File: src/rtl/bcd_lap_hold_pkg.sv
// Shared constants for the lap-hold display path: state encoding, digit width,
// blank code and the board clock frequency.
package bcd_lap_hold_pkg;

    localparam int DIGIT_W     = 4;
    localparam int CLK_FREQ_HZ = 50_000_000;

    localparam logic [DIGIT_W-1:0] BLANK_CODE = 4'hF;

    typedef enum logic {
        LIVE = 1'b0,
        HOLD = 1'b1
    } lap_state_e;

endpackage

File: src/rtl/bcd_lap_hold_key_debounce.sv
// Two-flop synchroniser plus counting debouncer for an active-low push-button;
// emits a one-cycle registered pulse when the debounced level falls (press).
module key_debounce
    import bcd_lap_hold_pkg::*;
#(
    parameter int DEBOUNCE_CYCLES = CLK_FREQ_HZ / 100,
    localparam int CNT_W = $clog2(DEBOUNCE_CYCLES + 1)
) (
    input  logic clock,
    input  logic reset,
    input  logic key_n_i,
    output logic press_o
);

    localparam logic [CNT_W-1:0] CNT_MAX = CNT_W'(DEBOUNCE_CYCLES - 1);

    logic             s1_q, s2_q;
    logic             db_q, db_d;
    logic [CNT_W-1:0] cnt_q, cnt_d;
    logic             press_q, press_d;

    always_comb begin
        db_d    = db_q;
        cnt_d   = cnt_q;
        press_d = 1'b0;
        if (s2_q == db_q) begin
            cnt_d = '0;
        end else if (cnt_q == CNT_MAX) begin
            db_d    = s2_q;
            cnt_d   = '0;
            // Only the falling debounced edge is an event; releases are silent.
            press_d = ~s2_q;
        end else begin
            cnt_d = cnt_q + 1'b1;
        end
    end

    always_ff @(posedge clock) begin
        if (!reset) begin
            s1_q    <= 1'b1;
            s2_q    <= 1'b1;
            db_q    <= 1'b1;
            cnt_q   <= '0;
            press_q <= 1'b0;
        end else begin
            s1_q    <= key_n_i;
            s2_q    <= s1_q;
            db_q    <= db_d;
            cnt_q   <= cnt_d;
            press_q <= press_d;
        end
    end

    assign press_o = press_q;

endmodule

File: src/rtl/bcd_lap_hold.sv
// Live/lap selector between the 3-digit BCD counter and the 7-segment decoders.
// Optional leading-zero blanking is enabled with LEADING_ZERO_BLANK_EN.
module bcd_lap_hold
    import bcd_lap_hold_pkg::*;
#(
    parameter int DEBOUNCE_CYCLES = 500000
) (
    input  logic               clock,
    input  logic               reset,
    input  logic [DIGIT_W-1:0] live_bcd0,
    input  logic [DIGIT_W-1:0] live_bcd1,
    input  logic [DIGIT_W-1:0] live_bcd2,
    input  logic               lap_key_n,
    output logic [DIGIT_W-1:0] disp_bcd0,
    output logic [DIGIT_W-1:0] disp_bcd1,
    output logic [DIGIT_W-1:0] disp_bcd2,
    output logic               lap_active,
    output logic               lap_press
);

    lap_state_e         state_q, state_d;
    logic [DIGIT_W-1:0] hold0_q, hold1_q, hold2_q;
    logic [DIGIT_W-1:0] hold0_d, hold1_d, hold2_d;
    logic [DIGIT_W-1:0] disp0_q, disp1_q, disp2_q;
    logic [DIGIT_W-1:0] disp0_d, disp1_d, disp2_d;
    logic               active_q, active_d;
    logic               press;

    key_debounce #(
        .DEBOUNCE_CYCLES(DEBOUNCE_CYCLES)
    ) u_key (
        .clock  (clock),
        .reset  (reset),
        .key_n_i(lap_key_n),
        .press_o(press)
    );

    always_comb begin
        state_d  = state_q;
        hold0_d  = hold0_q;
        hold1_d  = hold1_q;
        hold2_d  = hold2_q;
        disp0_d  = live_bcd0;
        disp1_d  = live_bcd1;
        disp2_d  = live_bcd2;
        active_d = active_q;
        case (state_q)
            LIVE: begin
                if (press) begin
                    hold0_d  = live_bcd0;
                    hold1_d  = live_bcd1;
                    hold2_d  = live_bcd2;
                    active_d = 1'b1;
                    state_d  = HOLD;
                end
            end
            HOLD: begin
                if (press) begin
                    active_d = 1'b0;
                    state_d  = LIVE;
                end else begin
                    disp0_d = hold0_q;
                    disp1_d = hold1_q;
                    disp2_d = hold2_q;
                end
            end
            default: state_d = LIVE;
        endcase
    end

    always_ff @(posedge clock) begin
        if (!reset) begin
            state_q  <= LIVE;
            hold0_q  <= '0;
            hold1_q  <= '0;
            hold2_q  <= '0;
            disp0_q  <= '0;
            disp1_q  <= '0;
            disp2_q  <= '0;
            active_q <= 1'b0;
        end else begin
            state_q  <= state_d;
            hold0_q  <= hold0_d;
            hold1_q  <= hold1_d;
            hold2_q  <= hold2_d;
            disp0_q  <= disp0_d;
            disp1_q  <= disp1_d;
            disp2_q  <= disp2_d;
            active_q <= active_d;
        end
    end

`ifdef LEADING_ZERO_BLANK_EN
    // Blanking sits after the display registers so it adds no latency.
    logic blank2;
    assign blank2    = (disp2_q == '0);
    assign disp_bcd2 = blank2 ? BLANK_CODE : disp2_q;
    assign disp_bcd1 = (blank2 && disp1_q == '0) ? BLANK_CODE : disp1_q;
`else
    assign disp_bcd2 = disp2_q;
    assign disp_bcd1 = disp1_q;
`endif
    assign disp_bcd0  = disp0_q;
    assign lap_active = active_q;
    assign lap_press  = press;

endmodule

File: config.mk
export PLATFORM = sky130hd
export DESIGN_NAME = bcd_lap_hold
export DESIGN_NICKNAME = d
export VERILOG_FILES = /design/src/rtl/bcd_lap_hold_pkg.sv /design/src/rtl/bcd_lap_hold_key_debounce.sv /design/src/rtl/bcd_lap_hold.sv
export SDC_FILE = /design/constraint.sdc
export NUM_CORES = 1
export LEC_CHECK = 0
export BUFFER_PORTS_ARGS = -buffer_cell sky130_fd_sc_hd__buf_2
export CELL_PAD_IN_SITES_DETAIL_PLACEMENT = 1
export CELL_PAD_IN_SITES_GLOBAL_PLACEMENT = 2
export CORE_UTILIZATION = 31
export CTS_BUF_LIST = sky130_fd_sc_hd__clkbuf_16
export DETAILED_ROUTE_END_ITERATION = 8
export GPL_TIMING_DRIVEN = 0
export PLACE_DENSITY_LB_ADDON = 0.05
export SLEW_MARGIN = 20
export SYNTH_ARGS = -nofsm -noshare
export SYNTH_HDL_FRONTEND = slang
export SYNTH_HIERARCHICAL = 1
export SYNTH_SLANG_ARGS = --single-unit
export TNS_END_PERCENT = 10
File: constraint.sdc
create_clock -name clock -period 1.79 [get_ports clock]
set_clock_uncertainty 0.2 [all_clocks]
set_input_delay 0.2685 -clock clock [delete_from_list [all_inputs] [get_ports clock]]
set_output_delay 0.2685 -clock clock [all_outputs]
set_load 0.01 [all_outputs]
# After elaboration in Yosys (flattened, before gate mapping)
# Cells that the tools add are included.
[totals]
out_inout_bits = 14
register_bits = 49
[classes]
n_addsub = 1
n_eq_ne = 4
bitwise = 5
reduce_logical = 4
mux = 12
[ops]
columns = ["op", "n"]
rows = [
  ["$mux 4", 6],
  ["$add 19x1->19 const B", 1],
  ["$eq 19x19->1 const B", 1],
  ["$reduce_or 3->1", 2],
  ["$not 1->1", 5],
  ["$mux 1", 4],
  ["$ne 2x1->1 const B", 2],
  ["$pmux 1 s2", 2],
  ["$reduce_and 2->1", 2],
  ["$eq 1x1->1", 1],
]

# Logic depth before layout (Yosys ltp)
# Gate-level depths: netlist of the first run.
[logic_depth]
depth_word = 3
ltp_mapped = 6
depth_no_buf = 5

# Hierarchy
# Netlist of the first run, hierarchy kept.
[modules_own_cells]
columns = ["mod", "area_each_um2", "instances", "cells_per_inst", "seq_area_each_um2"]
rows = [
  ["key_debounce", 1019.7, 1, 112, 460.4],
  ["bcd_lap_hold", 968.4, 1, 89, 520.5],
]

# Least setup slack after synthesis of the first run
# OpenSTA, ideal clock, no wires.
[synth_path]
kind = "reg2reg"
start = "reg u_key.cnt_q[10]"
end = "reg u_key.cnt_q[12]"
period_less_slack_ps = 1991
arrival_time_ps = 1676
setup_ps = 115
n_path_buf = 1
stages_incl_launch_ff = 6
slack_ps = -201
path_cell_list = "dfxtp_1 or4b_1 or3_4 o21bai_4 buf_6 nor2_1"
[synth_between]
elab_chain_cells = 2
elab_cells_between_ends = 3
[synth_rtl]
columns = ["element", "line", "rtl"]
rows = [
  ["start, declared", "bcd_lap_hold_key_debounce.sv:19", "logic [CNT_W-1:0] cnt_q, cnt_d;"],
  ["start signal, assigned", "bcd_lap_hold_key_debounce.sv:49", "cnt_q <= cnt_d;"],
  ["parallel branches: the longest is 2 deep, another holds $add 19x1->19", "-", ""],
]
# Parallel ways; which one is timed is not known.
# A chain may end at the register's enable or synchronous reset.

# Final worst setup path of the first run
# Same ends and word-level chain as after synthesis.

==> out/metrics.cfg, run 1 <==
[outcome]
status=finished with violations
violations=negative setup slack

[critical_path]
path_max_fanout=7
worst-setup-path-type=flip-flop to flip-flop
crit_required_ns=1.77
cp.arrival_ns=2.02
r2r_setup_slack_ns=-0.26
r2r-start=u_key/cnt_q[10]
worstRegToRegCells=5
worstSetupStartpointType=flip-flop
end_kind=flip-flop
r2r-end=u_key/cnt_q[12]

[pwr]
power_density_nw_per_um2=874.1
vdd_drop_max_mv=0.3749
power_leakage_nw=1.001

[clock_tree]
cts.path.max_buffers=2
cts_made_buffers=5
cts-htree-levels=2
clock_latency_ns=0.28
root_buffer=clkbuf_16
clkTransAtPathRegs_ns=0.06
cts_tree=built
clock_sinks=49

[worst_hold_path]
min_from=reset
min_to=u_key/db_q
hp-class=input pin to flip-flop
holdPathStages=2

[die]
die_height_um=82.09
die-area_um2=6738
row_count=28
coreArea_um2=6061
die_w_um=82.09
io_pins=29
start_util=0.3280

[synth]
synth-simple-area-share=0.2354
synthCells=201
yosysTopAreaCellShare=0.4934
syn_nets=219
syn_avg_cell_area_um2=9.891
yosys_register_bits=49
synthXorXnorAreaFrac=0.07048
muxShareOfSynthArea=0.1208
yosys.area.top_type=dfxtp_1
synth_area_leaders=dfxtp_1 49%, mux2i_1 12%, nand2_1 6.0%
synth_compound_area_frac=0.02832
yosysWarnings=6
netlist_area_um2=1988
synth.distinct_cells=31
synth_top_family_by_area=simple AND/OR/NAND/NOR gates
synth_fa_ha_area_frac=0.01888
synth_seq_area_share=0.4934

[global_routing]
antenna_found_initial=0
grt_start_max_net_pins=16
grt_pass1_wl_mm=7.534
grt_pass1_vias=1680
overflow=0
track_usage=0.1510

[layout]
syn2layout_area_growth_pct=29.33
utilization=0.4242
final_common_cell=dfxtp_1
drive_gt1_frac=0.3253
final_cell_mix=38 x dfxtp_1, 32 x nand2_1, 31 x buf_2
antenna_cells=0
final_nets=266

[sta]
rsz0062_at_grt=yes
setup_ws_ns=-0.2557
setup_viol=20
fmax_mhz=488.8
slew_headroom=0.7735
hold_viol=0
post-route-min-period_ns=2.046
worstMarginPinSlew_ns=0.3367
fin_crit_sh=1.143
tns_ns=-4.437
slew_viol_final=0

[routing]
drc_errors=0
drt_iter0_drc=29
postRouteWirelength_mm=4.850
wl_per_cell_um=14.97
viasPerCell=4.833
first_pass_iters=4
drtAntennaViolNets=0
vias=1566

[flow_run]
drv_cap=0

[place]
place.gp.congestion=0.7758
dp_slack_ns=-0.4183
dp_hpwl_mm=3.462
port_buffers=28

repair_timing:
item,4_1_cts,5_1_grt
pin swaps,9,4
hold buffers,1,0
gates resized for setup,19,14
setup buffers,6,4
hold endpoints to repair,1,0
endpoints found under the setup margin,20,20
cloned,1,0
cell families (layout without fill, tap and decap cells):
kind of cell    after synthesis  in the layout
fa+ha+maj                     3              3
mux                          24             24
simple gates                 91             91
compound gates                8              8
xor+xnor                     16             16
flops                        49             49
buf+inv                      10             58
stage by stage:
step                cell area [um^2]  std cells  hold WS [ns]  power [W]
floorplan                       1988        201        0.1403   0.001176
global placement                2222        304        0.1971   0.001213
detailed placement              2222        304        0.2068   0.001218
CTS                             2504        320      0.003465   0.002287
global route                    2571        324       0.01251   0.002340
finish                          2571        324      0.008644   0.002248
registers in the layout (all words and copies together), names as in the netlist:
name	count
disp_bcd0	4
disp_bcd1	4
disp_bcd2	4
hold0_q	4
hold1_q	4
hold2_q	4
lap_active	1
state_q	1
u_key/cnt_q	19
u_key/db_q	1
u_key/press_o	1
u_key/s1_q	1
u_key/s2_q	1
where the power goes:
group | leakage [nW] | total (W) | internal (W) | switching (W)
clock network | 0.0775 | 0.00105 | 0.000654 | 0.000400
registers | 0.405 | 0.00111 | 0.00110 | 0.00000564
logic | 0.518 | 0.0000867 | 0.0000405 | 0.0000462
total | 1.00 | 0.00225 | 0.00180 | 0.000452
cells in the mapped netlist (all sizes together):
| library cell | n |
|---|---|
| nand2 | 32 |
| o21bai | 1 |
| xnor2 | 7 |
| mux2i | 24 |
| clkbuf | 1 |
| or4b | 2 |
| o21ai | 4 |
| nor4 | 5 |
| ha | 3 |
| or3 | 4 |
| a21oi | 2 |
| nand2b | 3 |
| nand3 | 9 |
| dfxtp | 49 |
| a21boi | 1 |
| or4 | 4 |
| and4 | 3 |
| nor3 | 1 |
| nor2b | 1 |
| nand4 | 6 |
| and2 | 1 |
| inv | 3 |
| xor2 | 9 |
| nor2 | 20 |
| buf | 6 |
cell type report:
type,count,area [um^2]
Fill cell,692,3490
Sequential cell,49,1005
Multi-Input combinational cell,142,997.2
Timing Repair Buffer,40,244.0
Clock buffer,5,125.1
Tap cell,75,93.84
Buffer,7,53.80
Clock inverter,3,41.29
Inverter,3,11.26
worst max-delay path by stage:
stage | startpoint | to | slack [ns] | depth (start not counted)
3_3_place_gp | u_key/cnt_q[10] | u_key/cnt_q[9] | -0.39 | 5
3_5_place_dp | u_key/cnt_q[9] | u_key/cnt_q[14] | -0.42 | 5
6_report | u_key/cnt_q[10] | u_key/cnt_q[12] | -0.26 | 5
2_1_floorplan | u_key/cnt_q[10] | u_key/cnt_q[12] | -0.20 | 5
4_1_cts | u_key/cnt_q[7] | u_key/cnt_q[12] | -0.31 | 5
5_1_grt | u_key/cnt_q[2] | u_key/cnt_q[16] | -0.32 | 7
metal layers:
layer,up-vias,share of wire,global-route usage
met5,-,0,0
met4,0,0.022,0.08070
met3,11,0.041,0.03444
met2,30,0.54,0.2860
met1,739,0.39,0.1509
li1,786,-,-
critical path, stage by stage, from the launching register on:
cell and delay, ns:
dfxtp_4 0.35, or4b_4 0.53, or3_4 0.40, o21bai_4 0.25, buf_6 0.16, nor2_1 0.04
No activity file was read; power rests on OpenSTA's default activity.
==> run 2, diff against run 1 <==
--- a/config.mk
+++ b/config.mk
@@ -14,3 +14,3 @@
 export GPL_TIMING_DRIVEN = 0
-export PLACE_DENSITY_LB_ADDON = 0.05
+export PLACE_DENSITY = 0.72
 export SLEW_MARGIN = 20
--- a/constraint.sdc
+++ b/constraint.sdc
@@ -4,2 +4,2 @@
 set_output_delay 0.2685 -clock clock [all_outputs]
-set_load 0.01 [all_outputs]
+set_load 0.05 [all_outputs]
==> out/metrics.cfg, run 2 (synthesized netlist as in run 1, its figures left out) <==
[outcome]
status=finished with violations
violations=negative setup slack

[critical_path]
critical_path.cell_chain=or4b_4, or3_4, o21bai_4, buf_6, nor2_1
worstPathBufferInverterCount=1  ; unchanged
worst-setup-path-type=flip-flop to flip-flop
worst_path_max_delay_cell=or4b_4
critical_path.max_stage_delay_ns=0.54  ; about the same
cp_top_family=simple AND/OR/NAND/NOR gates
path_max_fanout=8  ; +1
worstSetupStartpointType=flip-flop
cp.arrival_ns=2.05  ; +0.03 ns
end_kind=flip-flop
crit_required_ns=1.77  ; about the same

[routing]
wl_met3_um=159  ; -21%
postRouteWirelength_mm=4.493  ; -7.4%
drt_iter0_drc=12  ; -59%
drc_errors=0  ; unchanged
viasPerCell=4.721  ; -2.3%
top_layer_used=met4
first_pass_iters=4  ; unchanged
met1_length_mm=2.074  ; +8.5%
vias=1539  ; -1.7%
wl_met2_mm=2.180  ; -17%
drtAntennaViolNets=0  ; unchanged
wl_per_cell_um=13.78  ; -7.9%

[clock_tree]
clock_sinks=49  ; unchanged
clkTransAtPathRegs_ns=0.07  ; about the same
cts-htree-levels=2  ; unchanged
cts.path.max_buffers=2  ; unchanged
clock_latency_ns=0.29  ; about the same
root_buffer=clkbuf_16
cts_made_buffers=5  ; unchanged
cts_tree=built

[pwr]
pwr-share-clk=0.463  ; -0.006
power_w=0.002307  ; +2.6%
sw_frac_of_total=0.2196  ; +0.01858
switchingPower_w=0.0005065  ; +12%
p_int_w=0.001800  ; +0.26%
power_leakage_nw=1.017  ; +1.6%
vdd_drop_max_mv=0.3988  ; +6.4%
seqPwrFrac=0.480  ; -0.012
combPwrFrac=0.057  ; +0.018
power_density_nw_per_um2=895.1  ; +2.4%

[place]
dp_hpwl_mm=3.052  ; -12%
port_buffers=28  ; unchanged
place.gp.congestion=0.7575  ; -2.4%
placed_area_um2=2222  ; unchanged
place_inst=304  ; unchanged

[global_routing]
grt_pass1_vias=1545  ; -8.0%
overflow=0  ; unchanged
track_usage=0.1524  ; +0.001367
grt_pass1_wl_mm=7.431  ; -1.4%
antenna_found_initial=0  ; unchanged
grt_start_max_net_pins=16  ; unchanged

[layout]
final_nets=268  ; +0.75%
fillers=705  ; +1.9%
largest_reg_flops=19  ; unchanged
antenna_cells=0  ; unchanged
fin_area_um2=2577  ; +0.24%
regArea_um2=1002  ; -0.25%
final_cell_mix=40 x dfxtp_1, 32 x buf_2, 32 x nand2_1
multi_input_area_um2=988.4  ; -0.88%
syn2layout_area_growth_pct=29.64
final_common_cell=dfxtp_1
fin_cells=326  ; +0.62%
drive_gt1_frac=0.3028  ; -0.02251
regMostFlops=u_key/cnt_q

[die]
die_w_um=82.09  ; unchanged
io_pins=29  ; unchanged
coreArea_um2=6061  ; unchanged
die_height_um=82.09  ; unchanged
start_util=0.3280  ; unchanged
die-area_um2=6738  ; unchanged
row_count=28  ; unchanged

[flow_run]
drv_cap=0  ; unchanged

[sta]
tns_ns=-4.561  ; -0.1237 ns
setup_viol=20  ; unchanged
hold_viol=0  ; unchanged
slew_headroom=0.7959  ; +0.02245
rsz0062_at_grt=yes
slew_viol_final=0  ; unchanged
fmax_mhz=483.5  ; -1.1%
setup_ws_ns=-0.2781  ; -0.02238 ns
worstMarginPinSlew_ns=0.3033  ; -0.03337 ns
post-route-min-period_ns=2.068  ; +0.02238 ns
fin_crit_sh=1.155  ; +0.01250

[worst_hold_path]
hp-class=input pin to flip-flop

## run 2: cell count changes in the layout (fill, tap and decap cells not counted), sizes merged
cell,before,now
clkbuf,6,5
dlygate4sd3,1,3
inv,3,4
clkinvlp,1,0
buf,45,46
## run 2: stage by stage
step | worst slack (ns) | hold WS, ns | utilization
after global routing | -0.3373 | 0.06178 | 0.4253
final | -0.2781 | 0.04646 | 0.4253
after global placement | -0.4167 | 0.1935 | 0.3666
after floorplan | -0.2009 | 0.1403 | -
after detailed placement | -0.4332 | 0.2026 | 0.3666
after CTS | -0.3235 | 0.04756 | 0.4195
## run 2: tightest hold or removal path: cells and delay by family
family	cells	cell delay, ns
multiplexers	1	0.06
buffers and inverters	1	0.10
AND/OR/NAND/NOR	1	0.06
## run 2: final timing paths
kind | depth (start not counted) | startpoint | endpoint | slack [ns]
worst max-delay path | 5 | u_key/cnt_q[10] | u_key/cnt_q[12] | -0.28
worst min-delay path | 3 | live_bcd2[1] | disp_bcd2[1] | 0.05
worst max register to register | 5 | u_key/cnt_q[10] | u_key/cnt_q[12] | -0.28
worst min register to register | 1 | u_key/s1_q | u_key/s2_q | 0.21
## run 2: layer usage
metal  GRT usage  up-vias
met1      0.1799      714
met5           0        -
met4     0.09123        0
met2      0.2504       26
li1            -      794
met3     0.03444        5
## run 2: final cells by class
class | instances | share of cell area
buffer | 7 | 0.02087
clock buffer | 5 | 0.04854
clock inverter | 3 | 0.01650
inverter | 3 | 0.004369
multi-input combinational | 142 | 0.3835
sequential | 49 | 0.3888
tap | 75 | 0.03641
timing repair buffer | 42 | 0.1010
## run 2: timing repair
action | 4_1_cts | 5_1_grt
setup endpoints to repair | 20 | 20
hold buffers | 3 | 0
endpoints found under the hold margin | 3 | 0
setup buffers | 9 | 1
pin swaps | 7 | 6
gates resized for setup | 17 | 11
cloned | 1 | 0
## run 2: power groups by stage
stage	Clock [W]	Sequential [W]	Combinational, W
finish	0.00107	0.00111	0.000131
global route	0.00114	0.00111	0.000143
CTS	0.00110	0.00111	0.000133
detailed placement	0	0.00114	0.000124
global placement	0	0.00114	0.000123
floorplan	0	0.00119	0.0000315
